### src/rtl/dip_switch_debounce.sv
// rtl/dip_switch_debounce.sv - synchronise and whole-word debounce a DIP switch word
//
// Purpose: brings the raw switch word into the clk domain through a
// SYNC_STAGES-deep flop chain. A new word is committed to dout only after
// DEBOUNCE_CYCLES consecutive identical synchronised samples. chg pulses for
// one cycle in the same cycle that dout takes the new value.
//
// Ports:
//   clk       in   1      system clock
//   rst       in   1      synchronous, active-high reset
//   ena       in   1      enable; 0 holds FSM/counters, synchroniser keeps shifting
//   din       in   WIDTH  raw asynchronous switch word
//   dout      out  WIDTH  debounced, committed word
//   chg       out  1      one-cycle commit pulse
//   chg_mask  out  WIDTH  old^new of the last commit
//   chg_cnt   out  8      commits mod 256 (0 unless DIP_CHG_CNT_EN is defined)
//
// Build option: define DIP_CHG_CNT_EN to include the 8-bit commit counter.

module dip_switch_debounce #(
    parameter int WIDTH           = 8,
    parameter int SYNC_STAGES     = 2,
    parameter int DEBOUNCE_CYCLES = 16
) (
    input  logic             clk,
    input  logic             rst,
    input  logic             ena,
    input  logic [WIDTH-1:0] din,
    output logic [WIDTH-1:0] dout,
    output logic             chg,
    output logic [WIDTH-1:0] chg_mask,
    output logic [7:0]       chg_cnt
);

    localparam int CNT_W = $clog2(DEBOUNCE_CYCLES + 1);
    localparam logic [CNT_W-1:0] CNT_ONE  = CNT_W'(1);
    localparam logic [CNT_W-1:0] CNT_LAST = CNT_W'(DEBOUNCE_CYCLES - 1);

    typedef enum logic [0:0] {
        ST_IDLE   = 1'b0,
        ST_SETTLE = 1'b1
    } state_t;

    // Synchroniser: shifts regardless of ena so the FSM sees fresh pins on resume.
    logic [WIDTH-1:0] sync_q [SYNC_STAGES];
    logic [WIDTH-1:0] sync_w;

    always_ff @(posedge clk) begin
        if (rst) begin
            for (int i = 0; i < SYNC_STAGES; i++) begin
                sync_q[i] <= '0;
            end
        end else begin
            sync_q[0] <= din;
            for (int i = 1; i < SYNC_STAGES; i++) begin
                sync_q[i] <= sync_q[i-1];
            end
        end
    end

    assign sync_w = sync_q[SYNC_STAGES-1];

    state_t           state_q;
    logic [WIDTH-1:0] stable_q;
    logic [WIDTH-1:0] cand_q;
    logic [CNT_W-1:0] cnt_q;
    logic             chg_q;
    logic [WIDTH-1:0] chg_mask_q;
    logic             commit_d;

    // Final sample of a full settle window: this edge loads cand into dout.
    assign commit_d = ena && (state_q == ST_SETTLE) && (sync_w == cand_q)
                      && (cnt_q == CNT_LAST);

    always_ff @(posedge clk) begin
        if (rst) begin
            state_q    <= ST_IDLE;
            stable_q   <= '0;
            cand_q     <= '0;
            cnt_q      <= '0;
            chg_q      <= 1'b0;
            chg_mask_q <= '0;
        end else if (!ena) begin
            // Everything holds except the pulse, which must not stretch.
            chg_q <= 1'b0;
        end else begin
            chg_q <= 1'b0;
            case (state_q)
                ST_IDLE: begin
                    if (sync_w != stable_q) begin
                        cand_q  <= sync_w;
                        cnt_q   <= CNT_ONE;
                        state_q <= ST_SETTLE;
                    end else begin
                        cnt_q <= '0;
                    end
                end
                ST_SETTLE: begin
                    if (sync_w == cand_q) begin
                        if (commit_d) begin
                            stable_q   <= cand_q;
                            chg_q      <= 1'b1;
                            chg_mask_q <= stable_q ^ cand_q;
                            cnt_q      <= '0;
                            state_q    <= ST_IDLE;
                        end else begin
                            cnt_q <= cnt_q + CNT_ONE;
                        end
                    end else if (sync_w == stable_q) begin
                        // Bounced back to the committed word: abandon quietly.
                        cnt_q   <= '0;
                        state_q <= ST_IDLE;
                    end else begin
                        // A different new word: restart the window on it.
                        cand_q <= sync_w;
                        cnt_q  <= CNT_ONE;
                    end
                end
                default: begin
                    state_q <= ST_IDLE;
                    cnt_q   <= '0;
                end
            endcase
        end
    end

    assign dout     = stable_q;
    assign chg      = chg_q;
    assign chg_mask = chg_mask_q;

`ifdef DIP_CHG_CNT_EN
    logic [7:0] chg_cnt_q;

    // Increments on the commit edge so it moves together with chg and dout.
    always_ff @(posedge clk) begin
        if (rst) begin
            chg_cnt_q <= 8'h00;
        end else if (commit_d) begin
            chg_cnt_q <= chg_cnt_q + 8'h01;
        end
    end

    assign chg_cnt = chg_cnt_q;
`else
    assign chg_cnt = 8'h00;
`endif

endmodule

### config.mk
export PLATFORM = sky130hd
export DESIGN_NAME = dip_switch_debounce
export DESIGN_NICKNAME = d
export VERILOG_FILES = /design/src/rtl/dip_switch_debounce.sv
export SDC_FILE = /design/constraint.sdc
export NUM_CORES = 1
export LEC_CHECK = 0
export CORE_ASPECT_RATIO = 0.75
export CORE_UTILIZATION = 55
export CTS_BUF_LIST = sky130_fd_sc_hd__clkbuf_4
export DETAILED_ROUTE_END_ITERATION = 8
export GPL_ROUTABILITY_DRIVEN = 0
export PLACE_DENSITY_LB_ADDON = 0.12
export REMOVE_ABC_BUFFERS = 1
export SLEW_MARGIN = 40
export SYNTH_ARGS = -nofsm -noshare
export SYNTH_HDL_FRONTEND = slang
export SYNTH_SLANG_ARGS = --single-unit
### constraint.sdc
create_clock -name clk -period 3.95 [get_ports clk]
set_input_delay 0.9875 -clock clk [delete_from_list [all_inputs] [get_ports clk]]
set_output_delay 0.9875 -clock clk [all_outputs]
set_load 0.01 [all_outputs]
# Word-level counts from Yosys, hierarchy flattened
# Memories as Yosys holds them, arrays and structs flattened.
# Index checks and enable logic that the tools add are counted.
[totals]
mem_bits_rw = 16
memories = 1
reg_bits = 31
in_bits = 11
output_inout_bits = 25
elab_cells = 47
[classes]
n_mux = 20
bitwise = 6
n_reduce_logical = 6
n_eq_ne = 7
addsub = 1
[mem_list]
columns = ["memory", "depth", "word_bits", "read_ports", "rd_clocked_by_memory_dff", "write_ports", "line", "source"]
rows = [
  ["sync_q", 2, 8, 2, 0, 2, "45", "logic [WIDTH-1:0] sync_q [SYNC_STAGES];"],
]
[ops]
columns = ["cell", "n"]
rows = [
  ["8-bit two-way mux", 5],
  ["8-bit equality test", 2],
  ["8-bit one-hot mux with 2 select lines", 1],
  ["1-bit two-way mux", 10],
  ["5-bit two-way mux", 2],
  ["5-bit one-hot mux with 2 select lines", 1],
  ["8-bit inequality test", 1],
  ["4-bit AND reduction", 2],
  ["8-bit XOR", 1],
  ["2-bit inequality test (second input constant)", 3],
  ["5-bit by 1-bit adder with 5-bit output (second input constant)", 1],
  ["5-bit by 4-bit equality test with 1-bit output (second input constant)", 1],
  ["4-bit OR reduction", 1],
  ["1-bit logical AND", 3],
  ["1-bit NOT", 3],
  ["1-bit bitwise OR", 2],
  ["1-bit one-hot mux with 2 select lines", 1],
]

# Longest topological paths before layout
# An unclocked memory read counts as a cell.
[depth]
ltp_word = 7
depth_mapped = 7

# Worst setup path before layout
# OpenSTA, ideal clock, no wires.
[synth_timing]
path_type = "in2reg"
start = "input port ena"
end = "register stable_q[1] (netlist: dout[1])"
setup_slack_ns = 1.837
cell_stages = 5
t_arrival_ns = 1.985
required_time_ns = 3.822
cell_sequence = "nand2_2 > nor4_4 > buf_6 > mux2i_1 > nor2_1"
[synth_via]
elab_chain_len = 4
[synth_rtl]
columns = ["item", "line", "source"]
rows = [
  ["start, declared", "27", "input logic ena,"],
  ["1-bit logical AND (2 in a row)", "72", "assign commit_d = ena && (state_q == ST_SETTLE) && (sync_w == cand_q)"],
  ["1-bit logical AND", "73", "&& (cnt_q == CNT_LAST);"],
  ["4-bit AND reduction (no line) *", "n/a", ""],
  ["end signal, assigned", "101", "stable_q <= cand_q;"],
  ["end, declared", "64", "logic [WIDTH-1:0] stable_q;"],
]
# Mark *: on every way between the ends. The rest lies on a longest branch, timed or not.
# A chain may end at the register's enable or synchronous reset.

# Final worst setup path
[layout_timing]
start = "input port ena"
end = "register cand_q[6]"
[layout_via]
elab_chain_len = 1
[layout_rtl]
columns = ["item", "line", "source"]
rows = [
  ["4-bit AND reduction (no line)", "n/a", ""],
  ["end signal, assigned", "91", "cand_q <= sync_w;"],
  ["end signal, assigned", "115", "cand_q <= sync_w;"],
  ["end, declared", "65", "logic [WIDTH-1:0] cand_q;"],
]
# Every way passes these cells.

==> results.md <==
- Gr usage total: 19.0%
- Cell with the most instances after synthesis: dfxtp_1
- Clock Skew: 0.00962 ns
- Worst-path clk slew: 0.12 ns
- Top Family by Delay on Critical Path: buffers and inverters
- Initial Util: 59.6%
- Antenna violations before repair: 0
- Crit Reg-Reg Endpoint: cnt_q[0]$_SDFFE_PP0P_
- Pins Over Slew Limit: 0
- Antenna viol nets, final: 0
- Fillers: 280
- Endpoints failing hold: 0
- Root buffer cell: clkbuf_4
- Die area: 3960 sq um
- Final Cycle Share: between 60 and 70%
- Routed wire length: 3.37 mm
- # resized after CTS: 0
- Die width: 72.3 um
- Largest net degree at the start of global routing: 37
- Global-route wire length before repair: about 5.5 mm
- Postcts setup bufs: 0
- DP Area: 2300 sq um
- F_max: between 0.3 and 0.4 GHz
- Multi-input gate area: 993 sq um
- Pwr dens: 332 nW/um^2
- R2R setup slack: around 1.7 ns
- Clock buffer depth: 2
- Crit end category: register
- Min-delay src: sync_q[0][6]$_SDFF_PP0_
- Core Box Area: about 3400 sq um
- Detailed Route Iter0 Violations: 66
- Vias in the first global route: approximately 1200
- DRT Pass-1 Iters: 4
- Cell accounting for the most synthesized area: dfxtp_1
- Io pins: 36
- Design area: 2360 sq um
- Max Cap Violations: 0
- Residual DRC count: 0
- Vias per inst: 4.95
- Setup CP Type: input port to register
- Slowest-stage cell, CP: clkdlybuf4s50_1
- TritonCTS Buffers: 5
- CTS tree: done
- Avg Cell Area, Syn: roughly 10 sq um
- Cts-stage hold buffer count: 0
- Buffers and inverters on the worst path: 2
- Area Growth Syn to Fin: 15.6%
- Minimum clock period: 2.76 ns
- Post-synthesis sequential area ratio: approximately 46%
- Overall Power: about 0.00078 W
- Top cells by area, synth: dfxtp_1, mux2i_1, xnor2_1
- # rows: 18
- End of the worst hold path: sync_q[0][14]$_SDFF_PP0_
- Distinct cells, synth: 34
- Via count: between 1000 and 1500
- #FFs+latches synth: 47
- Congestion Overflow GR: 0
- FF-to-FF Start: cand_q[7]$_SDFFE_PP0P_
- Post-Syn Area: roughly 2000 sq um
- PortBufs: 27
- Critical Path Start Type: input port
- CP required: 4.22 ns
- Status: completed
- Type of the worst min-delay path: register to register
- Worst vdd ir: 0.213 mV
- CP max FO: 12
- Register area: 941 sq um
- Die Span Y: 54.8 um
- Post-synth top cells: dfxtp_1, nand2_1, nor2b_1
- Drt wl/cell: 12.0 um
- Unrepaired setup endpoints after global routing: no
- Slew margin rel.: 61.7%
- Warnings from Yosys: 0
- Worst R2R Path Depth: 6
- TNS Setup: 0 ns
- Share of cells above drive strength 1: 11.7%
- Sink Count: 47
- Worst-margin pin slew: 0.573 ns
- Post-Syn Instances: 203
- Hold path cells: 1
- Lkg Pwr: 0.849 nW
- CP max stage delay: 0.69 ns
- Number of synthesized flops with an enable pin: 0
- Worst-path cell chain: clkdlybuf4s50_1 > a21boi_0 > nor2b_1 > buf_4 > mux2i_1
- Area share of the largest cell type after synthesis: 46.1%
- H-tree levels: 2
- Fin nets: ~240
- ANT cells: 0
- Share of flip-flops with an asynchronous set or reset: 0%
- Main synth FF type: dfxtp_1
- Worst-Skew Late Latency: 0.34 ns
- Hpwl dp: between 2 and 2.5 mm
- Critical path arrival: a little over 3 ns
- Final Setup Violations: 0
[per-stage QoR]
stage               setup slack [ns]  utilization, %  hold WS (ns)  instances
global placement                1.07            67.2         0.419        273
detailed placement             0.852            67.2         0.422        273
floorplan                       1.38               -         0.408        192
finish                          1.19            68.9         0.443        281
CTS                             1.22            68.9         0.447        281
global route                    1.08            68.9         0.454        281
[flip-flops by register name, indices dropped and copies added, names as in the netlist]
name / cells
sync_q: 16
cnt_q: 5
state_q: 1
cand_q: 8
dout: 8
chg_mask: 8
chg: 1
[layout by cell type, fill, tap and decap left out, drive strengths merged, types with 3 or more instances in the layout]
cell type,count
dfxtp,47
clkdlybuf4s50,27
clkbuf,7
conb,8
a21oi,5
a211oi,8
nor2b,18
nand3,4
nor2,17
xor2,8
mux2i,17
nor4,3
xnor2,16
nand2,24
buf,4
[layer usage]
layer  global-route usage (%)  vias up  part of all wire [%]
li1                         -      707                     -
met1                     23.0      643                    46
met2                     32.6       36                    48
met3                     5.71        5                   4.4
met4                     7.19        0                  0.92
met5                        0        -                     0
[worst max-delay path by stage]
stage / startpoint / to / slack [ns] / depth (start not counted)
global route: ena / cand_q[4]$_SDFFE_PP0P_ / 1.08 / 5
finish: ena / cand_q[6]$_SDFFE_PP0P_ / 1.19 / 5
CTS: ena / cand_q[6]$_SDFFE_PP0P_ / 1.22 / 5
floorplan: ena / dout[0]$_SDFFE_PP0P_ / 1.38 / 4
global placement: ena / cand_q[0]$_SDFFE_PP0P_ / 1.07 / 5
detailed placement: ena / cand_q[6]$_SDFFE_PP0P_ / 0.85 / 5
[layout make-up]
| class | instances | area share [%] |
|---|---|---|
| Tap cell | 50 | 2.65 |
| Timing Repair Buffer | 31 | 12.7 |
| Multi-Input combinational cell | 144 | 42.1 |
| Clock buffer | 7 | 2.23 |
| Inverter | 1 | 0.159 |
| Sequential cell | 47 | 39.9 |
| Clock inverter | 1 | 0.212 |
[report_power, final]
| group | leakage (nW) | switching [W] | total, W | internal [W] |
|---|---|---|---|---|
| logic | 0.430 | 0.0000376 | 0.0000711 | 0.0000334 |
| registers | 0.383 | 0.00000932 | 0.000495 | 0.000486 |
| clock network | 0.0361 | 0.000134 | 0.000217 | 0.0000833 |
[cells by family after synthesis]
logic type / Yosys count / synth area share (%)
and+or+nand+nor: 76 / 20.1
DFF: 47 / 46.1
xor gates and xnor gates: 24 / 10.3
buffers and inverters: 19 / 6.50
AOI/OAI and AO/OA: 18 / 7.85
muxes: 17 / 8.34
adders and majority gates: 1 / 0.613
other: 1 / 0.184
Power figures use the tool's default switching activity.
